**src/rtl/ham_dec.sv**
```systemverilog
`default_nettype none
// ============================================================================
//  Module      : ham_dec
//  Description : Hamming(7,4) single-error-correcting decoder with a 2-stage
//                valid/ready pipeline.
//                S1 registers the received codeword and its valid bit.
//                S2 computes the syndrome, corrects a single flipped bit and
//                registers the data, syndrome and error flag.
//                Both stages advance together whenever the output register
//                is empty or being consumed (en = ~out_valid | out_ready).
//  Ports       : clk, rst          clock, synchronous active-high reset
//                in_valid/in_ready input handshake, in_code[6:0] codeword
//                                  ({d4,d3,d2,p4,d1,p2,p1}, bit i = pos i+1)
//                out_valid/out_ready output handshake
//                out_dat[3:0]      corrected data {d4,d3,d2,d1}
//                out_syn[2:0]      syndrome {s4,s2,s1}, 0 = clean word
//                out_err           nonzero syndrome (a bit was corrected)
//                corr_cnt[CNT_W-1:0] saturating count of delivered corrected
//                                  words
//  Config      : HAM_DEC_ERR_CNT_EN - when defined, builds the corrected-word
//                counter; otherwise corr_cnt is tied to 0.
//  Revision    : 1.0  initial release
// ============================================================================
module ham_dec #(
    parameter int CNT_W = 16
) (
    input  logic             clk,
    input  logic             rst,
    input  logic             in_valid,
    output logic             in_ready,
    input  logic [6:0]       in_code,
    output logic             out_valid,
    input  logic             out_ready,
    output logic [3:0]       out_dat,
    output logic [2:0]       out_syn,
    output logic             out_err,
    output logic [CNT_W-1:0] corr_cnt
);

    logic       w_en;
    logic       r_s1_valid;
    logic [6:0] r_s1_code;
    logic [2:0] w_syn;
    logic [6:0] w_fixed;

    // The whole pipeline moves as one: it only stalls when the output
    // register holds a word the consumer has not taken yet.
    assign w_en     = ~out_valid | out_ready;
    assign in_ready = w_en;

    // Stage 1: capture codeword
    always_ff @(posedge clk) begin
        if (rst) begin
            r_s1_valid <= 1'b0;
            r_s1_code  <= 7'd0;
        end else if (w_en) begin
            r_s1_valid <= in_valid;
            r_s1_code  <= in_code;
        end
    end

    // Syndrome: each bit is the parity over the positions whose index has
    // that bit set, so the syndrome value is the 1-based error position.
    assign w_syn[0] = r_s1_code[0] ^ r_s1_code[2] ^ r_s1_code[4] ^ r_s1_code[6];
    assign w_syn[1] = r_s1_code[1] ^ r_s1_code[2] ^ r_s1_code[5] ^ r_s1_code[6];
    assign w_syn[2] = r_s1_code[3] ^ r_s1_code[4] ^ r_s1_code[5] ^ r_s1_code[6];

    // Invert the bit at position syn (index syn-1); syn=0 matches nothing.
    always_comb begin
        w_fixed = r_s1_code;
        for (int i = 0; i < 7; i++) begin
            if (w_syn == 3'(i + 1)) begin
                w_fixed[i] = ~r_s1_code[i];
            end
        end
    end

    // Stage 2: register decoded fields
    always_ff @(posedge clk) begin
        if (rst) begin
            out_valid <= 1'b0;
            out_dat   <= 4'd0;
            out_syn   <= 3'd0;
            out_err   <= 1'b0;
        end else if (w_en) begin
            out_valid <= r_s1_valid;
            out_dat   <= {w_fixed[6], w_fixed[5], w_fixed[4], w_fixed[2]};
            out_syn   <= w_syn;
            out_err   <= (w_syn != 3'd0);
        end
    end

`ifdef HAM_DEC_ERR_CNT_EN
    logic [CNT_W-1:0] r_corr_cnt;

    // Counts words that actually leave the decoder with a correction applied;
    // holds at all-ones instead of wrapping.
    always_ff @(posedge clk) begin
        if (rst) begin
            r_corr_cnt <= '0;
        end else if (out_valid && out_ready && out_err && (r_corr_cnt != '1)) begin
            r_corr_cnt <= r_corr_cnt + CNT_W'(1);
        end
    end

    assign corr_cnt = r_corr_cnt;
`else
    assign corr_cnt = '0;
`endif

endmodule
`default_nettype wire
```
**config.mk**
```make
export PLATFORM = sky130hd
export DESIGN_NAME = ham_dec
export DESIGN_NICKNAME = d
export VERILOG_FILES = /design/src/rtl/ham_dec.sv
export SDC_FILE = /design/constraint.sdc
export NUM_CORES = 1
export LEC_CHECK = 0
export ABC_AREA = 1
export CORE_AREA = 2 2 52 54
export DETAILED_ROUTE_END_ITERATION = 16
export DIE_AREA = 0 0 54 56
export GPL_TIMING_DRIVEN = 0
export PLACE_DENSITY = 0.87
export SETUP_SLACK_MARGIN = 0.3
export SKIP_CTS_REPAIR_TIMING = 1
export SLEW_MARGIN = 30
export SYNTH_ARGS = -nofsm -noshare
export SYNTH_HDL_FRONTEND = slang
export SYNTH_SLANG_ARGS = --single-unit
```
**constraint.sdc**
```tcl
create_clock -name clk -period 1.3 [get_ports clk]
set_input_delay 0.195 -clock clk [delete_from_list [all_inputs] [get_ports clk]]
set_output_delay 0.195 -clock clk [all_outputs]
set_load 0.02 [all_outputs]
```
==> metrics, run 1 <==
worst-case reg-to-reg path depth=10; startpoint kind of the worst setup timing path=flip-flop; Yosys top cell area share=33.5%; Filler cells=197; maximum fanout encountered on the critical timing path=7; final-report max-slew violation count=0; startpoint of the most critical register-to-register path=r_s1_code[4]; maximum frequency from static timing analysis=0.730 GHz; Post-synth top flop=sky130_fd_sc_hd__dfxtp_1; Post-Synthesis Cells=148; required time of the worst setup path=1.11 ns; slack of the worst reg-to-reg path=-0.03 ns; setup repair after global routing missed its margin=yes; largest net degree at the start of global routing=11; num ports=37; sort of element at the end of the critical path=output port; worst hold-check path type=reg -> reg; GRT Util Overall=15.3%; Crit-path slowest cell=sky130_fd_sc_hd__dfxtp_4; post-synthesis simple-gate area fraction=27.8%; crit path setup slack, layout=-0.0692 ns; clock root cell=sky130_fd_sc_hd__clkbuf_4; Seq. cell area=365 um2; crit path from=out_valid; number of clock buffers inserted by TritonCTS=3; Period Utilization, post-route=105%; crit path to=in_ready; reported leakage power=0.810 nW; first-pass GRT wire length=3520 um; kind of critical path=reg -> out; standard-cell row count=18; per-cell via count in the routed design=4.57; cell types with the largest area share after synthesis=sky130_fd_sc_hd__dfxtp_1 (33%), sky130_fd_sc_hd__buf_4 (12%), sky130_fd_sc_hd__nand2_1 (10%); leading post-synthesis cells by instance count=sky130_fd_sc_hd__nand2_1 (28), sky130_fd_sc_hd__dfxtp_1 (17), sky130_fd_sc_hd__buf_4 (16), sky130_fd_sc_hd__inv_1 (16), sky130_fd_sc_hd__o21ai_0 (14); placer congestion estimate=0.782; initial standard-cell utilization of the core=41.8%; main combinational cell family by area after synthesis=simple AND/OR/NAND/NOR gates; WL final=2620 um; proportion of synthesized chip area in sequential cells=33.5%; run status=complete, but fails checks; post-synthesis xor/xnor area fraction=0.862%; remaining antenna violation count=0; clock latency of the later-clocked register in the worst-skew pair=0.31 ns; leading cell type by number of instances after synthesis=sky130_fd_sc_hd__nand2_1; diode count=0; warning count from the yosys run=0; register bit total from synthesis=17; IR drop worst, VDD=0.000854 V; final std cells w/o fill=228; Avg Inst Size Synth=6.86 um2; TritonCTS clock tree=done; endpoint arrival time on the critical path=1.17 ns; dpl hpwl=1560 um; Cell Count Post-Placement=213; CTS sink cnt=17; final hold violations=0; cells traversed along the worst timing path=inv_2 > nor2_4 > inv_4 > buf_8 > buf_6; post-synth design cell area=0.00102 mm2; core outline area=0.00243 mm2; arithmetic-cell share of the synthesized area counting full adders, half adders and majority gates=0%; overall power of the completed layout=0.00151 W; IO Port Bufs=20; number of enable flip-flop cells after synthesis=0; routed via count=1041; Routed wire per std cell=11.5 um; Overflow after GRT=0; Reg clk slew, reported paths=0.09 ns; fin nets=210; Worst R2R End=out_dat[0]; y dimension of the die=56 um; failing checks=negative setup slack; starting DRC count in detailed routing=24; cell type contributing the most total cell area after synthesis=sky130_fd_sc_hd__dfxtp_1; beginning of the worst hold path=r_s1_valid; Post-route DRC=0; Pwr Density=972 mW/mm2; min Tclk post-route=1.37 ns; Pre-antenna DRT Iters=4; count of cell types in the netlist=24; Layout Skew=0.00606 ns; combined area of the multi-input logic cells=606 um2; setup violation total in the final timing report=3; initial antenna violation count=0; max-cap viol count=0; area growth from synthesis to final layout=53.2%; Synth Area in Compound Gates=15.3%; proportion of register bits with asynchronous set or reset after synthesis=0%; delay of the slowest cell on the worst path=0.36 ns; Die W=54 um; Die ar.=0.00302 mm2; mux contribution to synthesized area=0%; Clock Path Buffers=2; via count of the first global-routing pass=797; layout cells sized above 1=51.5%; total number of H-tree levels=1
-- worst min-delay path by stage --
stage,depth (start not counted),to
final,2,out_valid
after global routing,2,out_valid
after CTS,2,out_valid
after detailed placement,2,out_valid
after global placement,2,out_valid
after floorplan,1,out_valid
-- routing by layer --
layer  global-route usage, %  wire (um)  vias up  part of all wire, %
met5                       0          0        -                    0
met1                    19.9       1110      477                   42
met3                    1.61        100        5                  3.8
met4                    8.57         63        0                  2.4
met2                    23.9       1350       27                   51
li1                        -          -      532                    -
-- power breakdown --
part / total, W / switching, W / internal, W
registers: 0.000613 / 0.0000428 / 0.000570
clock network: 0.000292 / 0.000172 / 0.000120
logic: 0.000607 / 0.000349 / 0.000258
total: 0.00151 / 0.000565 / 0.000948
-- final cells by class --
type,instances,area share (%)
multi-input combinational,105,38.9
sequential,17,23.5
timing repair buffer,31,17.4
buffer,19,9.49
inverter,22,6.59
tap,30,2.41
clock buffer,4,1.69
-- state kept, by name (all words and copies together), names as in the netlist --
register / count
r_s1_code: 7
out_dat: 4
out_syn: 3
out_err: 1
out_valid: 1
r_s1_valid: 1
-- stage by stage --
| step | setup slack, ns | setup TNS, ns | utilization [%] | instance area [um2] | hold WS, ns |
|---|---|---|---|---|---|
| final | -0.0692 | -0.115 | 64.0 | 1560 | 0.467 |
| after global routing | -0.114 | -0.396 | 64.0 | 1560 | 0.492 |
| after CTS | -0.580 | -1.78 | 56.3 | 1370 | 0.460 |
| after detailed placement | -0.580 | -2.16 | 55.2 | 1340 | 0.445 |
| after global placement | -0.557 | -1.80 | 55.2 | 1340 | 0.435 |
| after floorplan | 0.192 | 0 | - | 1110 | 0.254 |
-- critical path, delay by kind of cell, from the launching register on --
family,cells,cell delay (ns)
buf+inv,4,0.36
simple gates,1,0.16
flops,1,0.36
-- cells in the final DEF (no fill, tap or decap), types with 2 or more instances in the layout --
cell and count:
sky130_fd_sc_hd__dfxtp_2 5, sky130_fd_sc_hd__inv_2 6, sky130_fd_sc_hd__o211ai_1 2, sky130_fd_sc_hd__inv_6 2, sky130_fd_sc_hd__dfxtp_1 7, sky130_fd_sc_hd__dfxtp_4 5
sky130_fd_sc_hd__buf_2 2, sky130_fd_sc_hd__clkbuf_4 3, sky130_fd_sc_hd__a21oi_1 8, sky130_fd_sc_hd__o21ai_0 14, sky130_fd_sc_hd__conb_1 16, sky130_fd_sc_hd__nor2_4 3
sky130_fd_sc_hd__a21oi_2 5, sky130_fd_sc_hd__inv_4 4, sky130_fd_sc_hd__nor2_2 3, sky130_fd_sc_hd__nor2_1 5, sky130_fd_sc_hd__nand3_1 2, sky130_fd_sc_hd__nand2_4 4
sky130_fd_sc_hd__buf_6 3, sky130_fd_sc_hd__nand3_2 3, sky130_fd_sc_hd__nand2_2 18, sky130_fd_sc_hd__inv_1 10, sky130_fd_sc_hd__clkdlybuf4s50_1 10, sky130_fd_sc_hd__buf_4 33
sky130_fd_sc_hd__nand2_1 18
-- cell families (layout without fill, tap and decap cells) --
| group | Yosys count | count (layout) |
|---|---|---|
| buffers and inverters | 41 | 76 |
| XOR/XNOR | 1 | 1 |
| other | 1 | 16 |
| AND/OR/NAND/NOR | 58 | 58 |
| AO/OA/AOI/OAI | 30 | 30 |
| flip-flops | 17 | 17 |
No activity file was read; power rests on OpenSTA's default activity.
==> inputs of run 2 (changes only) <==
--- a/config.mk
+++ b/config.mk
@@ -9,6 +9,7 @@
 export CORE_AREA = 2 2 52 54
 export DETAILED_ROUTE_END_ITERATION = 16
 export DIE_AREA = 0 0 54 56
+export GPL_ROUTABILITY_DRIVEN = 0
 export GPL_TIMING_DRIVEN = 0
 export PLACE_DENSITY = 0.87
 export SETUP_SLACK_MARGIN = 0.3
==> results of run 2 <==
No change in the layout: final DEF, timing and power equal those of run 1.
==> inputs of run 3 (changes only) <==
==> constraint.sdc (replaced) <==
create_clock -name clk -period 1.5 [get_ports clk]
set_input_delay 0.225 -clock clk [delete_from_list [all_inputs] [get_ports clk]]
set_output_delay 0.225 -clock clk [all_outputs]
set_load 0.02 [all_outputs]
==> run 3 against run 2 <==
  * The run now ends clean
  * Register-to-register slack better by 0.14 ns
  * Cell count is 1.3% higher
  * Routed wire length is 3.7% higher
  * Sequential cell count stayed put
  * Combinational power is 14% lower
  * Clock power is 13% lower
  * Final area is 2.7% higher
  * First-iteration DRC count is 29% higher
  * Clock skew is 0.0016 ns higher
==> metrics, run 3 (synthesis gave the netlist of run 1 again) <==
kind of critical path=reg -> out; IR drop worst, VDD=0.000711 V; flip-flop count of the largest register, all copies and words added=7; routed via count=1081; fin nets=213; setup repair after global routing missed its margin=yes; beginning of the worst hold path=r_s1_valid; Die W=54 um; reported leakage power=0.929 nW; Clock Power Share=19.4%; dpl hpwl=1520 um; combinational cell fraction of total power=40.1%; Period Utilization, post-route=98.1%; Die ar.=0.00302 mm2; diode count=0; initial standard-cell utilization of the core=41.8%; cells traversed along the worst timing path=inv_2 > nor2_4 > inv_4 > buf_8 > buf_4; post-layout util=65.7%; Non-Filler Cell Area, Final=0.00160 mm2; CTS sink cnt=17; TritonCTS clock tree=done; highest-count cells in the layout ignoring fill and taps=sky130_fd_sc_hd__buf_4 (30), sky130_fd_sc_hd__nand2_2 (20), sky130_fd_sc_hd__nand2_1 (16), sky130_fd_sc_hd__conb_1 (16), sky130_fd_sc_hd__inv_1 (13); maximum fanout encountered on the critical timing path=10; final hold violations=0; GRT Util Overall=14.4%; sequential group share of total power=40.4%; Post-route DRC=0; sort of element at the end of the critical path=output port; Post-DP Area=0.00132 mm2; startpoint kind of the worst setup timing path=flip-flop; initial antenna violation count=0; core outline area=0.00243 mm2; maximum frequency from static timing analysis=0.680 GHz; Overflow after GRT=0; WL final=2720 um; min Tclk post-route=1.47 ns; Clock Path Buffers=2; required time of the worst setup path=1.27 ns; Routed wire per std cell=11.8 um; worst hold-check path type=reg -> reg; Pwr Density=819 mW/mm2; net switching component of the power=0.000489 W; Largest regs=r_s1_code: 7 flops, out_dat: 4 flops, out_syn: 3 flops; Pre-antenna DRT Iters=5; clock latency of the later-clocked register in the worst-skew pair=0.30 ns; y dimension of the die=56 um; via count of the first global-routing pass=794; Reg with most FFs=r_s1_code; startpoint of the most critical register-to-register path=r_s1_code[2]; max-cap viol count=0; crit path from=out_valid; layout cells sized above 1=44.8%; largest net degree at the start of global routing=11; Crit-path slowest cell=sky130_fd_sc_hd__dfxtp_2; num ports=37; endpoint arrival time on the critical path=1.25 ns; run status=complete, no violations; switching portion of total power=37.3%; setup violation total in the final timing report=0; total number of H-tree levels=1; per-cell via count in the routed design=4.68; clock root cell=sky130_fd_sc_hd__clkbuf_4; cell-internal power=0.000820 W; standard-cell row count=18; final-report max-slew violation count=0; IO Port Bufs=20; area growth from synthesis to final layout=57.3%; Layout Skew=0.00771 ns; Reg clk slew, reported paths=0.11 ns; number of clock buffers inserted by TritonCTS=3; Seq. cell area=358 um2; starting DRC count in detailed routing=31; first-pass GRT wire length=3320 um; most common cell after layout, fill and taps aside=sky130_fd_sc_hd__buf_4; delay of the slowest cell on the worst path=0.35 ns; combined area of the multi-input logic cells=592 um2; remaining antenna violation count=0; Filler cells=196
run 3: cell types whose count changed in the layout (fill, tap and decap cells not counted), moves of 3 or more:
cell / before / now
sky130_fd_sc_hd__dlymetal6s2s_1: 1 / 9
sky130_fd_sc_hd__o21ai_0: 14 / 11
sky130_fd_sc_hd__a21oi_1: 8 / 12
sky130_fd_sc_hd__inv_1: 10 / 13
sky130_fd_sc_hd__inv_2: 6 / 3
sky130_fd_sc_hd__buf_4: 33 / 30
sky130_fd_sc_hd__dfxtp_2: 5 / 2
sky130_fd_sc_hd__dfxtp_1: 7 / 11
sky130_fd_sc_hd__a21oi_2: 5 / 1
run 3: power groups by stage:
stage	registers, W	logic (W)	clock network [W]
2_1_floorplan	0.000561	0.000259	0
3_5_place_dp	0.000532	0.000405	0
3_3_place_gp	0.000532	0.000400	0
5_1_grt	0.000534	0.000565	0.000274
4_1_cts	0.000523	0.000409	0.000252
6_report	0.000529	0.000525	0.000254
run 3: metal layers:
| metal | global-route usage (%) | wire length (um) | vias up |
|---|---|---|---|
| li1 | - | - | 542 |
| met1 | 19.0 | 1080 | 472 |
| met2 | 23.2 | 1340 | 53 |
| met3 | 1.88 | 166 | 14 |
| met4 | 5.71 | 122 | 0 |
| met5 | 0 | 0 | - |
run 3: critical path, delay by kind of cell (launching register included):
| family | cells | cell delay, ns |
|---|---|---|
| buf+inv | 4 | 0.41 |
| simple gates | 1 | 0.19 |
| flops | 1 | 0.35 |
run 3: area by class of cell:
type | instances | area share (%)
plain buffers | 19 | 9.40
clock buffers | 3 | 1.41
clock inverters | 1 | 0.313
inverters | 22 | 6.26
multi-input cells | 105 | 37.0
flip-flops and latches | 17 | 22.4
well taps | 30 | 2.35
repair buffers | 34 | 20.8
run 3: metrics by stage:
step	cells	power [W]	setup slack, ns	hold slack [ns]	setup TNS, ns
floorplan	163	0.000820	0.335	0.287	0
global placement	213	0.000932	-0.521	0.438	-0.681
detailed placement	213	0.000938	-0.522	0.444	-0.678
CTS	217	0.00118	-0.540	0.459	-0.540
global route	231	0.00137	-0.0129	0.481	-0.0129
finish	231	0.00131	0.0290	0.458	0
run 3: path summary, 6_finish.rpt:
path | to | slack (ns) | depth (start not counted)
worst max-delay path | in_ready | 0.03 | 5
worst min-delay path | out_valid | 0.46 | 2
worst max register to register | out_dat[2] | 0.11 | 11
worst min register to register | out_valid | 0.46 | 2
